==> config.mk <==
export PLATFORM = sky130hd
export DESIGN_NAME = hilo_muldiv_unit_flat
export DESIGN_NICKNAME = d
export VERILOG_FILES = /design/src/rtl/hilo_muldiv_unit_pkg.sv /design/src/rtl/hilo_muldiv_unit_if.sv /design/src/rtl/hilo_muldiv_unit_div_radix2_core.sv /design/src/rtl/hilo_muldiv_unit.sv /design/src/flat_wrapper.sv
export SDC_FILE = /design/constraint.sdc
export NUM_CORES = 2
export LEC_CHECK = 0
export ABC_AREA = 1
export BUFFER_PORTS_ARGS = -buffer_cell sky130_fd_sc_hd__buf_2
export CORE_MARGIN = 2
export CORE_UTILIZATION = 50
export CTS_CLUSTER_SIZE = 14
export DETAILED_ROUTE_END_ITERATION = 8
export PLACE_DENSITY = 0.7
export SETUP_SLACK_MARGIN = 0.1
export SYNTH_ARGS = -nofsm -noshare
export SYNTH_HDL_FRONTEND = slang
export SYNTH_HIERARCHICAL = 1
export SYNTH_SLANG_ARGS = --single-unit
==> constraint.sdc <==
create_clock -name clk -period 7.1 [get_ports clk]
set_input_delay 0.71 -clock clk [delete_from_list [all_inputs] [get_ports clk]]
set_output_delay 0.71 -clock clk [all_outputs]
set_load 0.01 [all_outputs]
==> src/rtl/hilo_muldiv_unit_pkg.sv <==
// Shared definitions for the HI/LO multiply/divide unit: command codes,
// FSM state encoding and a small helper used when decoding commands.
package hilo_muldiv_unit_pkg;

    typedef enum logic [2:0] {
        OP_MULT  = 3'd0,
        OP_MULTU = 3'd1,
        OP_DIV   = 3'd2,
        OP_DIVU  = 3'd3,
        OP_MTHI  = 3'd4,
        OP_MTLO  = 3'd5
    } op_e;

    typedef enum logic [1:0] {
        ST_IDLE = 2'd0,
        ST_MUL  = 2'd1,
        ST_DIV  = 2'd2,
        ST_FIX  = 2'd3
    } state_e;

    localparam int OP_W = 3;

    // MULT and DIV treat their operands as two's complement; the U variants do not.
    function automatic logic is_signed_op(input logic [OP_W-1:0] op);
        return (op == OP_MULT) || (op == OP_DIV);
    endfunction

endpackage

==> src/rtl/hilo_muldiv_unit_if.sv <==
// Command/result bundle between the controller (master) and the
// multiply/divide unit (slave). The op field is kept as a raw code so that
// undefined encodings can reach the unit and be ignored there.
interface hilo_muldiv_unit_if
    import hilo_muldiv_unit_pkg::*;
#(
    parameter int WIDTH = 32
);
    logic             start;
    logic [OP_W-1:0]  op;
    logic [WIDTH-1:0] a;
    logic [WIDTH-1:0] b;
    logic             flush;
    logic             busy;
    logic             done;
    logic [WIDTH-1:0] hi;
    logic [WIDTH-1:0] lo;

    modport master (
        output start, op, a, b, flush,
        input  busy, done, hi, lo
    );

    modport slave (
        input  start, op, a, b, flush,
        output busy, done, hi, lo
    );

endinterface

==> src/rtl/hilo_muldiv_unit_div_radix2_core.sv <==
// Unsigned radix-2 restoring divider. A load captures dividend and divisor;
// each step then produces one quotient bit, MSB first, so WIDTH steps leave
// the final quotient and remainder in the registers.
module div_radix2_core #(
    parameter int WIDTH = 32
) (
    input  logic             clk,
    input  logic             rst,
    input  logic             i_load,
    input  logic             i_step,
    input  logic [WIDTH-1:0] i_dividend,
    input  logic [WIDTH-1:0] i_divisor,
    output logic [WIDTH-1:0] o_quotient,
    output logic [WIDTH-1:0] o_remainder
);

    logic [WIDTH-1:0] r_quo;
    logic [WIDTH-1:0] r_rem;
    logic [WIDTH-1:0] r_div;
    logic [WIDTH:0]   w_shifted;
    logic [WIDTH:0]   w_trial;

    // Shift the next dividend bit into the partial remainder and try a subtract;
    // the top bit of the trial is the borrow that decides the quotient bit.
    always_comb begin
        w_shifted = {r_rem, r_quo[WIDTH-1]};
        w_trial   = w_shifted - {1'b0, r_div};
    end

    // The quotient register doubles as the dividend shift register: dividend bits
    // leave from the top while quotient bits enter at the bottom.
    always_ff @(posedge clk) begin
        if (rst) begin
            r_quo <= '0;
            r_rem <= '0;
            r_div <= '0;
        end else if (i_load) begin
            r_quo <= i_dividend;
            r_rem <= '0;
            r_div <= i_divisor;
        end else if (i_step) begin
            if (w_trial[WIDTH]) begin
                r_rem <= w_shifted[WIDTH-1:0];
                r_quo <= {r_quo[WIDTH-2:0], 1'b0};
            end else begin
                r_rem <= w_trial[WIDTH-1:0];
                r_quo <= {r_quo[WIDTH-2:0], 1'b1};
            end
        end
    end

    assign o_quotient  = r_quo;
    assign o_remainder = r_rem;

endmodule

==> src/rtl/hilo_muldiv_unit.sv <==
// HI/LO multiply/divide unit for the MIPS execute stage. Owns the HI/LO pair,
// runs multi-cycle MULT/MULTU/DIV/DIVU and single-edge MTHI/MTLO, and exposes
// busy so the hazard unit can stall the pipeline.
module hilo_muldiv_unit
    import hilo_muldiv_unit_pkg::*;
#(
    parameter int WIDTH   = 32,
    parameter int MUL_LAT = 2
) (
    input  logic               clk,
    input  logic               rst,
    hilo_muldiv_unit_if.slave  bus
);

    localparam int CNT_MAX = (MUL_LAT > WIDTH) ? MUL_LAT : WIDTH;
    localparam int CNT_W   = $clog2(CNT_MAX) + 1;
    localparam logic [CNT_W-1:0] MUL_CNT_INIT = CNT_W'(MUL_LAT - 1);
    localparam logic [CNT_W-1:0] DIV_CNT_INIT = CNT_W'(WIDTH - 1);

    state_e             r_state;
    logic [CNT_W-1:0]   r_cnt;
    logic [WIDTH-1:0]   r_hi;
    logic [WIDTH-1:0]   r_lo;
    logic               r_done;
    logic               r_mulSigned;
    logic [WIDTH-1:0]   r_mulA;
    logic [WIDTH-1:0]   r_mulB;
    logic               r_negQ;
    logic               r_negR;
    logic               r_divZero;

    logic               w_accept;
    logic               w_opSigned;
    logic               w_aNeg;
    logic               w_bNeg;
    logic [WIDTH-1:0]   w_absA;
    logic [WIDTH-1:0]   w_absB;
    logic               w_divLoad;
    logic               w_divStep;
    logic [2*WIDTH-1:0] w_mulAExt;
    logic [2*WIDTH-1:0] w_mulBExt;
    logic [2*WIDTH-1:0] w_product;
    logic [WIDTH-1:0]   w_quo;
    logic [WIDTH-1:0]   w_rem;
    logic [WIDTH-1:0]   w_quoFix;
    logic [WIDTH-1:0]   w_remFix;

    // Command decode in IDLE; the divider only sees operand magnitudes, signs are
    // remembered separately and applied in FIX.
    always_comb begin
        w_accept   = (r_state == ST_IDLE) && bus.start && !bus.flush;
        w_opSigned = is_signed_op(bus.op);
        w_aNeg     = w_opSigned && bus.a[WIDTH-1];
        w_bNeg     = w_opSigned && bus.b[WIDTH-1];
        w_absA     = w_aNeg ? (~bus.a + 1'b1) : bus.a;
        w_absB     = w_bNeg ? (~bus.b + 1'b1) : bus.b;
        w_divLoad  = w_accept && ((bus.op == OP_DIV) || (bus.op == OP_DIVU));
        w_divStep  = (r_state == ST_DIV) && !bus.flush;
    end

    // Full-width product: sign- or zero-extend to 2*WIDTH so one unsigned multiply
    // serves both MULT and MULTU (two's complement is exact modulo 2^(2*WIDTH)).
    always_comb begin
        w_mulAExt = {{WIDTH{r_mulSigned & r_mulA[WIDTH-1]}}, r_mulA};
        w_mulBExt = {{WIDTH{r_mulSigned & r_mulB[WIDTH-1]}}, r_mulB};
        w_product = w_mulAExt * w_mulBExt;
    end

    div_radix2_core #(
        .WIDTH (WIDTH)
    ) u_div (
        .clk         (clk),
        .rst         (rst),
        .i_load      (w_divLoad),
        .i_step      (w_divStep),
        .i_dividend  (w_absA),
        .i_divisor   (w_absB),
        .o_quotient  (w_quo),
        .o_remainder (w_rem)
    );

    // Truncating-division sign fix-up; MIN_INT / -1 wraps naturally to MIN_INT.
    always_comb begin
        w_quoFix = r_negQ ? (~w_quo + 1'b1) : w_quo;
        w_remFix = r_negR ? (~w_rem + 1'b1) : w_rem;
    end

    // Main FSM plus the HI/LO registers; flush overrides everything and neither
    // writes HI/LO nor pulses done.
    always_ff @(posedge clk) begin
        if (rst) begin
            r_state     <= ST_IDLE;
            r_cnt       <= '0;
            r_hi        <= '0;
            r_lo        <= '0;
            r_done      <= 1'b0;
            r_mulSigned <= 1'b0;
            r_mulA      <= '0;
            r_mulB      <= '0;
            r_negQ      <= 1'b0;
            r_negR      <= 1'b0;
            r_divZero   <= 1'b0;
        end else begin
            r_done <= 1'b0;
            if (bus.flush) begin
                r_state <= ST_IDLE;
            end else begin
                case (r_state)
                    ST_IDLE: begin
                        if (bus.start) begin
                            case (bus.op)
                                OP_MTHI: r_hi <= bus.a;
                                OP_MTLO: r_lo <= bus.a;
                                OP_MULT, OP_MULTU: begin
                                    r_state     <= ST_MUL;
                                    r_cnt       <= MUL_CNT_INIT;
                                    r_mulSigned <= w_opSigned;
                                    r_mulA      <= bus.a;
                                    r_mulB      <= bus.b;
                                end
                                OP_DIV, OP_DIVU: begin
                                    r_state   <= ST_DIV;
                                    r_cnt     <= DIV_CNT_INIT;
                                    r_negQ    <= w_aNeg ^ w_bNeg;
                                    r_negR    <= w_aNeg;
                                    r_divZero <= (bus.b == '0);
                                end
                                default: ;
                            endcase
                        end
                    end
                    ST_MUL: begin
                        if (r_cnt == '0) begin
                            r_hi    <= w_product[2*WIDTH-1:WIDTH];
                            r_lo    <= w_product[WIDTH-1:0];
                            r_done  <= 1'b1;
                            r_state <= ST_IDLE;
                        end else begin
                            r_cnt <= r_cnt - 1'b1;
                        end
                    end
                    ST_DIV: begin
                        if (r_cnt == '0) begin
                            r_state <= ST_FIX;
                        end else begin
                            r_cnt <= r_cnt - 1'b1;
                        end
                    end
                    ST_FIX: begin
                        if (!r_divZero) begin
                            r_hi <= w_remFix;
                            r_lo <= w_quoFix;
                        end
                        r_done  <= 1'b1;
                        r_state <= ST_IDLE;
                    end
                    default: r_state <= ST_IDLE;
                endcase
            end
        end
    end

    assign bus.busy = (r_state != ST_IDLE);
    assign bus.done = r_done;
    assign bus.hi   = r_hi;
    assign bus.lo   = r_lo;

endmodule

==> src/flat_wrapper.sv <==
// flat-port wrapper written by rule: the top's interface ports become plain ports
module hilo_muldiv_unit_flat import hilo_muldiv_unit_pkg::*;
#(
    parameter int WIDTH   = 32,
    parameter int MUL_LAT = 2
)
  (clk, rst, bus_start, bus_op, bus_a, bus_b, bus_flush, bus_busy, bus_done, bus_hi, bus_lo);
  hilo_muldiv_unit_if #(.WIDTH(WIDTH)) bus_i ();
  input  logic clk;
  input  logic rst;
  input wire logic [$bits(bus_i.start)-1:0] bus_start;
  input wire logic [$bits(bus_i.op)-1:0] bus_op;
  input wire logic [$bits(bus_i.a)-1:0] bus_a;
  input wire logic [$bits(bus_i.b)-1:0] bus_b;
  input wire logic [$bits(bus_i.flush)-1:0] bus_flush;
  output wire logic [$bits(bus_i.busy)-1:0] bus_busy;
  output wire logic [$bits(bus_i.done)-1:0] bus_done;
  output wire logic [$bits(bus_i.hi)-1:0] bus_hi;
  output wire logic [$bits(bus_i.lo)-1:0] bus_lo;
  assign bus_i.start = bus_start;
  assign bus_i.op = bus_op;
  assign bus_i.a = bus_a;
  assign bus_i.b = bus_b;
  assign bus_i.flush = bus_flush;
  assign bus_busy = bus_i.busy;
  assign bus_done = bus_i.done;
  assign bus_hi = bus_i.hi;
  assign bus_lo = bus_i.lo;
  hilo_muldiv_unit #(.WIDTH(WIDTH), .MUL_LAT(MUL_LAT)) u_core (.clk(clk), .rst(rst), .bus(bus_i));
endmodule
==> summary.md <==
| Metric | Value |
|---|---|
| Critical path required time | `between 7 and 8 ns` |
| Top Metal Used | `met5` |
| FF-to-FF Start | `u_core/r_mulB[6]$_SDFFE_PP0P_` |
| Placement Setup Slack | `-0.179 ns` |
| Mapped cell area | `between 0.05 and 0.06 mm2` |
| Hold Buf Count CTS | `0` |
| Worst-path fanout max | `6` |
| Grt total ovfl | `0` |
| Post-route DRC | `0` |
| Clock power share | `36.3%` |
| Power Dens Cells | `79.6 mW/mm2` |
| Wire per inst | `21.1 um` |
| Worst Setup EP | `u_core/bus.hi[28]$_SDFFE_PP0P_` |
| Sequential Area | `0.00487 mm2` |
| Number of global-route vias before repair | `about 51000` |
| Final setup vio count | `0` |
| CP max-delay cell | `fa_1` |
| Psw | `about 2.1 mW` |
| Starting Density | `between 50% and 60%` |
| Metal-1 WL | `about 78 mm` |
| WP data arrival | `roughly 7.5 ns` |
| PortBufs | `136` |
| IO Count | `between 100 and 150` |
| Worst R2R Setup Slack | `roughly 0.14 ns` |
| Clock root buffer | `clkbuf_16` |
| Fin nets | `9556` |
| Min-Delay Path Class | `register to register` |
| Footprint of the multi-input gates | `approximately 0.044 mm2` |
| Post-route cell area | `between 0.06 and 0.07 mm2` |
| CP dominant cell by count | `fa_1` |
| Vias | `between 50000 and 60000` |
| Rows | `roughly 120` |
| Final core utilization | `60.0%` |
| Post-synth top area share | `40.1%` |
| Die H | `roughly 340 um` |
| CP Capture Type | `register` |
| Die W | `339 um` |
| Final slew viol count | `0` |
| Seq cells post-synth | `237` |
| Via density | `between 5 and 6` |
| Drt first pass iters | `8` |
| Met3 WL | `roughly 19 mm` |
| Core Box Area | `0.112 mm2` |
| Number of fill cells | `approximately 10000` |
| Sequential area share after synthesis | `roughly 8.4%` |
| EDFF count, synth | `0` |
| Internal Power | `around 3.2 mW` |
| Area Overhead vs Synth | `19.4%` |
| CTS clock-pin slew for the worst setup and hold paths | `about 0.060 ns` |
| Final HPWL DP | `around 160 mm` |
| Total CTS buffers | `34` |
| Setup Crit Path Kind | `register to register` |
| Total wire length | `roughly 200 mm` |
| Post-DRT Antenna Nets | `0` |
| GRT Util Overall | `about a third` |
| Synthesized Nets | `between 9000 and 10000` |
| Slew @ Worst Pin | `between 1 and 1.5 ns` |
| Period utilisation layout | `between 90% and 100%` |
| Comb pwr share | `around 37%` |
| Crit-path max cell delay | `about 0.55 ns` |
| Diodes inserted | `0` |
| Worst VDD drop | `around 0.15 mV` |
| Max Fclk | `~0.14 GHz` |
| H-tree depth | `2` |
| First-pass GRT wire length | `between 200 and 300 mm` |
| Max cap viols | `0` |
| Crit path time final | `about 7.0 ns` |
| Cells after Synth | `7722` |
| Largest net degree at the start of global routing | `slightly above 70` |
| Post-synth top area cell | `fa_1` |
| Final setup TNS | `0 ns` |
| Syn. warnings | `6` |
| CP Launch Type | `register` |
| Worst setup margin | `0.139 ns` |
| Relative slew margins | `18.5%` |
| Post-synthesis async set-or-reset flop share | `0%` |
| Worst Setup SP | `u_core/r_mulB[6]$_SDFFE_PP0P_` |
| Share of layout cells above drive strength 1 | `17.5%` |
| Sequential share of power | `about 27%` |
| Post-synth top cells | `2040 x inv_1, 1919 x nand2_1, 1126 x fa_1` |
| Yosys cell types | `65` |
| Unrepaired setup endpoints after global routing | `true` |
| Ys flop type | `dfxtp_1` |
| Clock sinks | `roughly 240` |
| Reg2reg end | `u_core/bus.hi[28]$_SDFFE_PP0P_` |
| Outcome | `finished clean` |
| Worst r2r path cells | `28` |
| Clk_lat worst skew | `between 0.5 and 0.6 ns` |
| Fin. Hold Viols | `0` |
| CTS tree | `done` |
| Syn_area_per_cell | `~7.3 um2` |
| P_leak | `between 30 and 40 nW` |
| Placer Congestion | `~1` |
| Metal2 WL | `93.9 mm` |
| Worst hold slack | `around 0.47 ns` |
| Post-Place Cell Area | `slightly above 0.06 mm2` |
| Clock Tree Buf Depth | `3` |
| 1st-iter DRT viols | `~5100` |
| Top post-synthesis cells by area | `fa_1 40%, inv_1 14%, nand2_1 13%, dfxtp_1 8.4%, ha_1 5.6%` |
| Sw frac | `between 30% and 40%` |
| DIE AREA | `0.115 mm2` |
| Initial antenna violation count | `6` |
| Dominant cell by count in the synthesized netlist | `inv_1` |
| Clock skew | `0.0161 ns` |
==> power by group through the flow <==
stage,combinational [mW],sequential [mW],clock (mW)
finish,1.97,1.44,1.94
global route,2.13,1.45,2.00
CTS,1.78,1.44,1.96
detailed placement,1.75,1.47,0
global placement,1.73,1.47,0
floorplan,1.12,1.45,0
==> stage by stage <==
stage          cells  power [mW]
2_1_floorplan   7722        2.57
3_3_place_gp    9397        3.20
3_5_place_dp    9397        3.22
4_1_cts         9478        5.18
5_1_grt         9630        5.58
6_report        9630        5.35
==> worst max-delay path, delay by kind of cell (launching register included) <==
family	cells	cell delay, ns
fa+ha+maj	9	4.43
buf+inv	10	0.96
simple gates	7	0.80
flops	1	0.35
compound gates	2	0.34
==> cells in the final DEF (no fill, tap or decap), types with 9 or more instances in the layout <==
cell | synthesis | routed
a21oi_1 | 324 | 243
a21oi_2 | 8 | 75
a21oi_4 | 1 | 15
a22oi_1 | 9 | 9
a31oi_1 | 15 | 15
buf_12 | 0 | 85
buf_2 | 25 | 136
buf_4 | 3 | 413
buf_6 | 7 | 39
clkbuf_16 | 0 | 69
dfxtp_1 | 237 | 197
dfxtp_4 | 0 | 32
fa_1 | 1126 | 1090
fa_2 | 0 | 36
ha_1 | 254 | 209
ha_4 | 0 | 42
inv_1 | 2040 | 1975
inv_2 | 20 | 79
nand2_1 | 1919 | 1836
nand2_2 | 30 | 94
nand2_4 | 2 | 20
nand3_1 | 236 | 205
nand3_2 | 9 | 37
nand3b_1 | 14 | 14
nand4_1 | 56 | 56
nor2_1 | 440 | 351
nor2_2 | 33 | 74
nor2_4 | 4 | 52
nor3_1 | 41 | 36
o211ai_1 | 21 | 21
o21ai_0 | 273 | 228
o21ai_1 | 35 | 57
o21ai_2 | 4 | 22
o221ai_1 | 9 | 9
or2_2 | 16 | 15
xnor2_1 | 29 | 29
xor2_1 | 57 | 57
==> kinds of logic (layout without fill, tap and decap cells) <==
family / Yosys count / count (layout) / synth area share, %
AND/OR/NAND/NOR: 2836 / 2836 / 20.8
XOR/XNOR: 86 / 86 / 1.34
buffers and inverters: 2433 / 2841 / 16.5
adder cells (fa/ha/maj): 1380 / 1380 / 45.7
flip-flops: 237 / 237 / 8.43
AO/OA/AOI/OAI: 750 / 750 / 7.27
==> flip-flops by register name, summed over array words and instances, names as in the netlist, 2 cells and up <==
signal and cells:
u_core/u_div/o_quotient 32, u_core/r_mulB 32, u_core/r_state 2, u_core/bus.lo 32, u_core/u_div/r_div 32, u_core/r_mulA 32, u_core/u_div/o_remainder 32, u_core/bus.hi 32
u_core/r_cnt 6
==> cell type report <==
cell class | count | share of cell area, %
Tap cell | 1500 | 2.79
Clock inverter | 19 | 0.456
Sequential cell | 237 | 7.25
Multi-Input combinational cell | 5052 | 66.2
Timing Repair Buffer | 714 | 10.4
Inverter | 2066 | 11.6
Clock buffer | 42 | 1.37
==> layer usage <==
layer	vias up	GRT usage (%)
met5	-	0
met1	25600	43.3
li1	23200	-
met4	6	12.0
met3	521	4.89
met2	2425	54.2
==> worst min path at each step <==
stage / start / endpoint / slack [ns] / depth (start not counted)
final: u_core/u_div/r_div[31]$_SDFFE_PP0P_ / u_core/u_div/r_div[31]$_SDFFE_PP0P_ / 0.47 / 2
after CTS: bus_a[0] / u_core/u_div/o_quotient[0]$_SDFFE_PP0P_ / 0.45 / 3
after floorplan: u_core/u_div/r_div[31]$_SDFFE_PP0P_ / u_core/u_div/r_div[31]$_SDFFE_PP0P_ / 0.43 / 2
after global placement: u_core/u_div/r_div[5]$_SDFFE_PP0P_ / u_core/u_div/r_div[5]$_SDFFE_PP0P_ / 0.45 / 2
after global routing: bus_a[0] / u_core/u_div/o_quotient[0]$_SDFFE_PP0P_ / 0.48 / 3
after detailed placement: u_core/u_div/r_div[31]$_SDFFE_PP0P_ / u_core/u_div/r_div[31]$_SDFFE_PP0P_ / 0.46 / 2
==> repair_timing <==
item	4_1_cts	5_1_grt
setup endpoints to repair	43	47
setup buffers	16	117
pin swaps	21	227
cloned	4	35
gates resized for setup	117	607
(Power assumes the default switching activity.)
